--- src/rtl/alu_ctrl_pkg.sv ---
// Shared ALU control-word definitions: op-word table, ALU function codes and decode helper.
// The producer-side encoder uses this same package, so both ends of the interface share one table.
package alu_ctrl_pkg;

  localparam int OP_W       = 8;
  localparam int ALU_CODE_W = 4;

  typedef enum logic [ALU_CODE_W-1:0] {
    ALU_ADD  = 4'd0,
    ALU_SUB  = 4'd1,
    ALU_AND  = 4'd2,
    ALU_OR   = 4'd3,
    ALU_XOR  = 4'd4,
    ALU_SLL  = 4'd5,
    ALU_SRL  = 4'd6,
    ALU_SRA  = 4'd7,
    ALU_SLT  = 4'd8,
    ALU_SLTU = 4'd9,
    ALU_MUL  = 4'd10,
    ALU_NOT  = 4'd11,
    ALU_NOP  = 4'd12
  } alu_code_e;

  localparam logic [OP_W-1:0] OP_ADD  = 8'h18;
  localparam logic [OP_W-1:0] OP_SUB  = 8'h20;
  localparam logic [OP_W-1:0] OP_AND  = 8'h50;
  localparam logic [OP_W-1:0] OP_OR   = 8'h6A;
  localparam logic [OP_W-1:0] OP_XOR  = 8'h7A;
  localparam logic [OP_W-1:0] OP_SLL  = 8'h8A;
  localparam logic [OP_W-1:0] OP_SRL  = 8'h9A;
  localparam logic [OP_W-1:0] OP_SRA  = 8'hAA;
  localparam logic [OP_W-1:0] OP_SLT  = 8'hBA;
  localparam logic [OP_W-1:0] OP_SLTU = 8'hCA;
  localparam logic [OP_W-1:0] OP_MUL  = 8'hDA;
  localparam logic [OP_W-1:0] OP_NOT  = 8'hE0;
  localparam logic [OP_W-1:0] OP_NOP  = 8'hFF;

  typedef struct packed {
    logic                  legal;
    logic [ALU_CODE_W-1:0] code;
  } dec_t;

  // Any word outside the table decodes as illegal with a zero code.
  function automatic dec_t decode_op(input logic [OP_W-1:0] op);
    dec_t d;
    d.legal = 1'b1;
    d.code  = '0;
    case (op)
      OP_ADD:  d.code = ALU_ADD;
      OP_SUB:  d.code = ALU_SUB;
      OP_AND:  d.code = ALU_AND;
      OP_OR:   d.code = ALU_OR;
      OP_XOR:  d.code = ALU_XOR;
      OP_SLL:  d.code = ALU_SLL;
      OP_SRL:  d.code = ALU_SRL;
      OP_SRA:  d.code = ALU_SRA;
      OP_SLT:  d.code = ALU_SLT;
      OP_SLTU: d.code = ALU_SLTU;
      OP_MUL:  d.code = ALU_MUL;
      OP_NOT:  d.code = ALU_NOT;
      OP_NOP:  d.code = ALU_NOP;
      default: d.legal = 1'b0;
    endcase
    return d;
  endfunction

endpackage

--- src/rtl/alu_op_decoder_sync_fifo.sv ---
// Small synchronous FIFO: register storage, wrapping pointers and an occupancy count
// one bit wider than the pointers so full and empty never alias.
module sync_fifo #(
  parameter int WIDTH = 4,
  parameter int DEPTH = 4
) (
  input  logic             clk,
  input  logic             rst,
  input  logic             push,
  input  logic [WIDTH-1:0] wdata,
  input  logic             pop,
  output logic [WIDTH-1:0] rdata,
  output logic             full,
  output logic             empty
);

  localparam int AW = $clog2(DEPTH);

  logic [AW-1:0]    wr_ptr_reg, wr_ptr_next;
  logic [AW-1:0]    rd_ptr_reg, rd_ptr_next;
  logic [AW:0]      count_reg, count_next;
  logic [WIDTH-1:0] mem_reg [DEPTH];
  logic             do_push, do_pop;

  assign full    = (count_reg == (AW+1)'(DEPTH));
  assign empty   = (count_reg == '0);
  assign do_push = push && !full;
  assign do_pop  = pop && !empty;
  assign rdata   = mem_reg[rd_ptr_reg];

  // Entries are cleared on reset so the head reads zero straight out of reset.
  generate
    for (genvar gi = 0; gi < DEPTH; gi++) begin : g_entry
      always_ff @(posedge clk or posedge rst) begin
        if (rst) begin
          mem_reg[gi] <= '0;
        end else if (do_push && (wr_ptr_reg == AW'(gi))) begin
          mem_reg[gi] <= wdata;
        end
      end
    end
  endgenerate

  always_comb begin
    wr_ptr_next = wr_ptr_reg;
    rd_ptr_next = rd_ptr_reg;
    count_next  = count_reg;
    if (do_push) begin
      wr_ptr_next = wr_ptr_reg + AW'(1);
    end
    if (do_pop) begin
      rd_ptr_next = rd_ptr_reg + AW'(1);
    end
    case ({do_push, do_pop})
      2'b10:   count_next = count_reg + (AW+1)'(1);
      2'b01:   count_next = count_reg - (AW+1)'(1);
      default: count_next = count_reg;
    endcase
  end

  always_ff @(posedge clk or posedge rst) begin
    if (rst) begin
      wr_ptr_reg <= '0;
      rd_ptr_reg <= '0;
      count_reg  <= '0;
    end else begin
      wr_ptr_reg <= wr_ptr_next;
      rd_ptr_reg <= rd_ptr_next;
      count_reg  <= count_next;
    end
  end

endmodule

--- src/rtl/alu_op_decoder.sv ---
// Receiving end of the ALU control-word link: decodes op words on acceptance, buffers
// legal function codes for the ALU issue stage, and drops/counts illegal words.
module alu_op_decoder
  import alu_ctrl_pkg::*;
#(
  parameter int DEPTH = 4,
  parameter int ERR_W = 8
) (
  input  logic                  clk,
  input  logic                  rst,
  input  logic                  op_valid,
  output logic                  op_ready,
  input  logic [OP_W-1:0]       op,
  output logic                  alu_valid,
  input  logic                  alu_ready,
  output logic [ALU_CODE_W-1:0] alu,
  output logic                  illegal,
  output logic [ERR_W-1:0]      err_cnt,
  input  logic                  clr_err
);

  dec_t             dec;
  logic             full, empty;
  logic             accept, push, pop;
  logic             illegal_reg, illegal_next;
  logic [ERR_W-1:0] err_cnt_reg, err_cnt_next;

  assign dec       = decode_op(op);
  assign op_ready  = !full;
  assign alu_valid = !empty;
  assign accept    = op_valid && op_ready;
  assign push      = accept && dec.legal;
  assign pop       = alu_valid && alu_ready;

  sync_fifo #(
    .WIDTH (ALU_CODE_W),
    .DEPTH (DEPTH)
  ) u_fifo (
    .clk   (clk),
    .rst   (rst),
    .push  (push),
    .wdata (dec.code),
    .pop   (pop),
    .rdata (alu),
    .full  (full),
    .empty (empty)
  );

  // A clear in the same cycle as an illegal acceptance wins over the increment.
  always_comb begin
    illegal_next = illegal_reg;
    err_cnt_next = err_cnt_reg;
    if (clr_err) begin
      illegal_next = 1'b0;
      err_cnt_next = '0;
    end else if (accept && !dec.legal) begin
      illegal_next = 1'b1;
      if (err_cnt_reg != {ERR_W{1'b1}}) begin
        err_cnt_next = err_cnt_reg + ERR_W'(1);
      end
    end
  end

  always_ff @(posedge clk or posedge rst) begin
    if (rst) begin
      illegal_reg <= 1'b0;
      err_cnt_reg <= '0;
    end else begin
      illegal_reg <= illegal_next;
      err_cnt_reg <= err_cnt_next;
    end
  end

  assign illegal = illegal_reg;
  assign err_cnt = err_cnt_reg;

endmodule

--- config.mk ---
export PLATFORM = sky130hd
export DESIGN_NAME = alu_op_decoder
export DESIGN_NICKNAME = d
export VERILOG_FILES = /design/src/rtl/alu_ctrl_pkg.sv /design/src/rtl/alu_op_decoder_sync_fifo.sv /design/src/rtl/alu_op_decoder.sv
export SDC_FILE = /design/constraint.sdc
export NUM_CORES = 1
export LEC_CHECK = 0
export BUFFER_PORTS_ARGS = -buffer_cell sky130_fd_sc_hd__buf_2
export CORE_ASPECT_RATIO = 1.75
export CORE_MARGIN = 2
export CORE_UTILIZATION = 50
export CTS_CLUSTER_SIZE = 16
export DETAILED_ROUTE_END_ITERATION = 7
export MAX_ROUTING_LAYER = met4
export PLACE_DENSITY_LB_ADDON = 0.25
export SETUP_SLACK_MARGIN = 0.4
export SYNTH_ARGS = -nofsm -noshare
export SYNTH_HDL_FRONTEND = slang
export SYNTH_HIERARCHICAL = 1
export SYNTH_SLANG_ARGS = --single-unit
--- constraint.sdc ---
create_clock -name clk -period 2.8 [get_ports clk]
set_clock_uncertainty 0.2 [all_clocks]
set_input_delay 0.28 -clock clk [delete_from_list [all_inputs] [get_ports clk]]
set_output_delay 0.28 -clock clk [all_outputs]
set_load 0.01 [all_outputs]
Word-level counts from Yosys, hierarchy flattened
Cells that the tools add are included.
Word-level totals
  input bits: 13
  logic and storage cells: 67
  register bits: 32
  output and inout port bits: 15
Operators by class
  equal/unequal tests: 20
  order comparisons: 1
  multiplexer cells: 11
  reductions and logical operators: 20
  $add $sub $neg: 5
  bitwise operators: 1
Operators with widths (number)
  8-bit == test (second input constant): 8
  4-bit one-hot mux with 12 select lines: 1
  8-bit by 7-bit == test with 1-bit output (second input constant): 3
  8-bit two-way mux: 3
  13-bit OR reduction: 1
  1-bit logical AND: 10
  8-bit by 1-bit adder with 8-bit output (second input constant): 1
  4-bit binary-select mux with 2-bit select: 1
  8-bit by 5-bit == test with 1-bit output (second input constant): 1
  8-bit by 6-bit == test with 1-bit output (second input constant): 1
  4-bit two-way mux: 2
  8-bit != test (second input constant): 1
  2-bit == test (second input constant): 3
  3-bit one-hot mux with 2 select lines: 1
  2-bit nonzero test: 3
  2-bit by 1-bit adder with 2-bit output (second input constant): 2
  2-bit by 1-bit == test with 1-bit output (second input constant): 2
  3-bit by 1-bit adder with 3-bit output (second input constant): 1
  3-bit == test (second input constant): 1
  3-bit >= comparator (second input constant): 1
  1-bit logical NOT: 3
  3-bit logical NOT: 1
  1-bit two-way mux: 3
  2-bit NOT with 3-bit output: 1
  other kinds (3): 3

Depth between registers and ports, before layout
  depth after elaboration: 7
  depth in mapped cells: 13
  mapped depth without buffers: 12

Modules after synthesis
Netlist, hierarchy kept.
By module, submodules not included
  sync_fifo: area an instance 1111.1 µm², instances 1, seq. area each 575.6 µm², cells each 79
  alu_op_decoder: area an instance 884.6 µm², instances 1, seq. area each 225.2 µm², cells each 116

Worst setup path after synthesis
No wires, ideal clock.
  kind: in2reg
  start point: in op[4]
  end point: reg u_fifo.count_reg[2]
  data required time: 2.521 ns
  cell stages on the path: 13
  path slack: 0.181 ns
  data arrival time: 2.339 ns
  setup time: 0.079 ns
  path buffers: 1
  path through: clkbuf_2 o211a_1 o211ai_1 o311ai_4 nor2_1 nor2_1 nand2b_2 ha_1 inv_1 fa_1 xor2_1 nor2_1 xor2_1
On the way
  cells in the longest elaborated chain, start to end: 7
  elaborated cells on any way between the ends: 21
  classes of those cells: eq/ne (15); mux (2); reduce/logical (4)
Ends and longest elaborated chain
  start, declared: line alu_op_decoder.sv:13  | input logic [OP_W-1:0] op,
  8-bit == test, or another cell as far along: line alu_ctrl_pkg.sv:48  | case (op)
  13-bit OR reduction (no source line) (*)
  1-bit two-way mux (*): line alu_ctrl_pkg.sv:48
  1-bit logical AND (*): line alu_op_decoder.sv:32  | assign push = accept && dec.legal;
  named net push: line alu_op_decoder.sv:24  | logic accept, push, pop;
  1-bit logical AND (*): line alu_op_decoder_sync_fifo.sv:27  | assign do_push = push && !full;
  2-bit by 1-bit == test with 1-bit output or 2-bit == test (tied branches): line alu_op_decoder_sync_fifo.sv:54  | case ({do_push, do_pop})
  3-bit one-hot mux with 2 select lines or 2-bit nonzero test (tied branches)
  end signal, assigned: line alu_op_decoder_sync_fifo.sv:69  | count_reg <= count_next;
  end, declared: line alu_op_decoder_sync_fifo.sv:21  | logic [AW:0] count_reg, count_next;
Mark *: on every way through the listed nets, which the timed path passes. The rest lies on a longest branch.
A chain may end at the register's enable or synchronous reset.

Worst setup path after layout
  start point: in op[6]
  end point: reg u_fifo.count_reg[2]
Same word-level chain as after synthesis.

==> metrics.csv <==
metric,value,unit
status,finished clean,
min-delay src,clr_err,
min cycle time layout,2.32,ns
# fillers,339,
Pleak,1.16,nW
peak supply drop,0.000461,V
unrepaired setup endpoints after global routing,true,
highest clock rate,0.430,GHz
beginning of the critical path,op[6],
Die X-Extent,51.8,um
Final ANT Viol Nets,0,
"Seq/Total Area, Yosys",0.401,
clock tree root driver cell,clkbuf_8,
hold path depth,2,
largest net degree at the start of global routing,24,
number of synthesized flops with an enable pin,0,
Crit Path Category,in2reg,
initial antenna violation count,0,
Int Pwr,0.938,mW
die area,4530,sq um
DRC violations left,0,
ys flop type,dfrtp_1,
crit path max fanout,14,
critical path's largest stage delay,0.32,ns
height of the die,87.6,um
core area,3870,sq um
reg2reg path depth,10,
diodes inserted,0,
"Max stage delay cell, worst path",fa_2,
clock latency on the worst-skew pair,0.28,ns
Worst path most repeated cell,xor2_1,
Worst R2R End,u_fifo/count_reg[2],
global route overflow,0,
hold_ws,0.163,ns
clk sink count,32,
worst-path cell chain,buf_4 -> o211a_1 -> o211ai_1 -> o311ai_4 -> nor2_2 -> nor2_4 -> nand2b_4 -> ha_4 -> inv_2 -> fa_2 -> xor2_1 -> nor2_1 -> xor2_1,
Pre-antenna DRT Iters,4,
syn nets,215,
post-synth top area cell,dfrtp_1,
Hold EP,illegal,
Critical Path Source Type,input pin,
worst r2r src,u_fifo/count_reg[0],
switching share of power,0.331,
GRT Overall Usage,0.205,
synth top area cells,"dfrtp_1 40%, mux2_2 11%, mux4_2 4.5%",
max_cap viols,0,
Sw Pwr,0.464,mW
Final Hold Viols,0,
Finished Core Util,0.617,
Vias per Instance,5.54,
layout cell share with drive strength beyond 1,0.336,
number of synthesized register bits,32,
Flop pwr share,0.449,
Final Instance Area,2380,sq um
count of pins over their slew limit,0,
Critical Path Sink Type,register,
Final TNS setup,0,ns
max reg flops,16,
clk buf depth,2,
CTS tree,done,
Final Cycle Share,0.830,
R2R Setup Slk,0.49,ns
post-synthesis cell count,195,
# nets final,251,
Std-Cell Rows,30,
cts bufs inserted,5,
Rel. slew slack,0.445,
Layout area overhead,19.4,%
Routed WL,4010,um
via count of the first global-routing pass,1452,
logic gate share of total power,0.298,
Unique masters post-synth,41,
worst min-delay path class,in2reg,
Post-Syn Area,2000,sq um
Power Dens Cells,588,nW/um^2
Crit path required time,2.80,ns
syn_area_per_cell,10.2,sq um
Synth warnings,6,
post-synth top area share,0.401,
First DRT Iteration DRCs,39,
Clock transition at path regs,0.07,ns
WL per Instance,14.3,um
starting density of the core,0.516,
first-pass GRT wire length,6780,um
Worst EP arrival,2.32,ns
CTS H-tree lvls,2,
hpwl dp,3050,um
Post-CTS Setup Bufs,0,
Final Setup Violations,0,
Async SR Flop Fraction,1.00,
Clk pwr share,0.253,
DP Area,2260,sq um
via count,1552,
worst-margin pin slew,0.831,ns
Top Ports,28,
port bufs,27,
gpl congestion,0.744,
-- critical path, delay by kind of cell --
family	cells	cell delay [ns]
simple gates	4	0.44
compound gates	3	0.63
xor+xnor	2	0.31
buf+inv	2	0.21
fa+ha+maj	2	0.46
-- synthesized netlist by cell type, types with 3 or more instances --
cell type,instances
nor3b_1,3
nor2_1,18
mux2_1,4
mux2i_1,3
nor2b_1,11
mux4_2,4
xor2_1,3
xnor2_1,4
nand3_1,6
nand2b_1,6
clkbuf_1,4
a21oi_1,4
ha_1,6
nand4_1,4
inv_1,11
mux2_2,20
o21ai_0,4
nand2_1,16
nor3_1,8
dfrtp_1,32
-- per-stage QoR --
stage | power, mW | std cells | worst slack, ns
global placement | 1.04 | 271 | 0.126
floorplan | 0.938 | 195 | 0.287
CTS | 1.42 | 280 | 0.403
finish | 1.40 | 280 | 0.477
global route | 1.50 | 280 | 0.349
detailed placement | 1.06 | 271 | 0.0856
-- cells by family after synthesis --
logic type	share of synthesized area
multiplexers	0.196
XOR/XNOR	0.0307
adder cells (fa/ha/maj)	0.0476
flip-flops	0.401
AND/OR/NAND/NOR	0.219
buffers and inverters	0.0357
AO/OA/AOI/OAI	0.0702
-- cell type report --
class	count	area [sq um]	area share
flip-flops and latches	32	801	0.336
repair buffers	36	210	0.0882
inverters	11	41.3	0.0173
clock buffers	6	82.6	0.0346
multi-input cells	145	1180	0.494
clock inverters	2	10.0	0.00420
well taps	48	60.1	0.0252
-- routing by layer --
layer  wire length, um  global-route usage
met1              1620               0.234
met2              2170               0.351
met3               136              0.0358
met4                79              0.0789
met5                 0                   -
-- worst max path at each step --
stage / to / slack [ns] / depth (start not counted)
2_1_floorplan: u_fifo/count_reg[2] / 0.29 / 13
3_3_place_gp: u_fifo/count_reg[2] / 0.13 / 13
3_5_place_dp: u_fifo/count_reg[2] / 0.09 / 13
4_1_cts: u_fifo/count_reg[2] / 0.40 / 13
5_1_grt: u_fifo/count_reg[2] / 0.35 / 13
6_report: u_fifo/count_reg[2] / 0.48 / 13
-- power groups by stage --
stage / combinational [mW] / clock (mW) / sequential (mW)
4_1_cts: 0.420 / 0.368 / 0.629
2_1_floorplan: 0.346 / 0 / 0.593
3_3_place_gp: 0.402 / 0 / 0.635
6_report: 0.418 / 0.354 / 0.629
5_1_grt: 0.470 / 0.390 / 0.641
3_5_place_dp: 0.420 / 0 / 0.637
-- repair_timing --
action / 4_1_cts / 5_1_grt
gates resized for setup: 0 / 6
hold endpoints to repair: 25 / 0
hold buffers: 1 / 0
pin swaps: 1 / 3
endpoints found under the setup margin: 1 / 4
-- cells in the final DEF (no fill, tap or decap), types with 5 or more instances in the layout --
cell type | netlist | routed
dfrtp_1 | 32 | 32
buf_2 | 2 | 25
mux2_2 | 20 | 20
nand2_1 | 16 | 16
nor2_1 | 18 | 16
nor2b_1 | 11 | 11
inv_1 | 11 | 10
buf_4 | 0 | 9
nor3_1 | 8 | 8
nand2b_1 | 6 | 6
nand3_1 | 6 | 6
clkbuf_8 | 0 | 6
ha_1 | 6 | 5
Note: power is estimated with default switching activity, not from simulation.
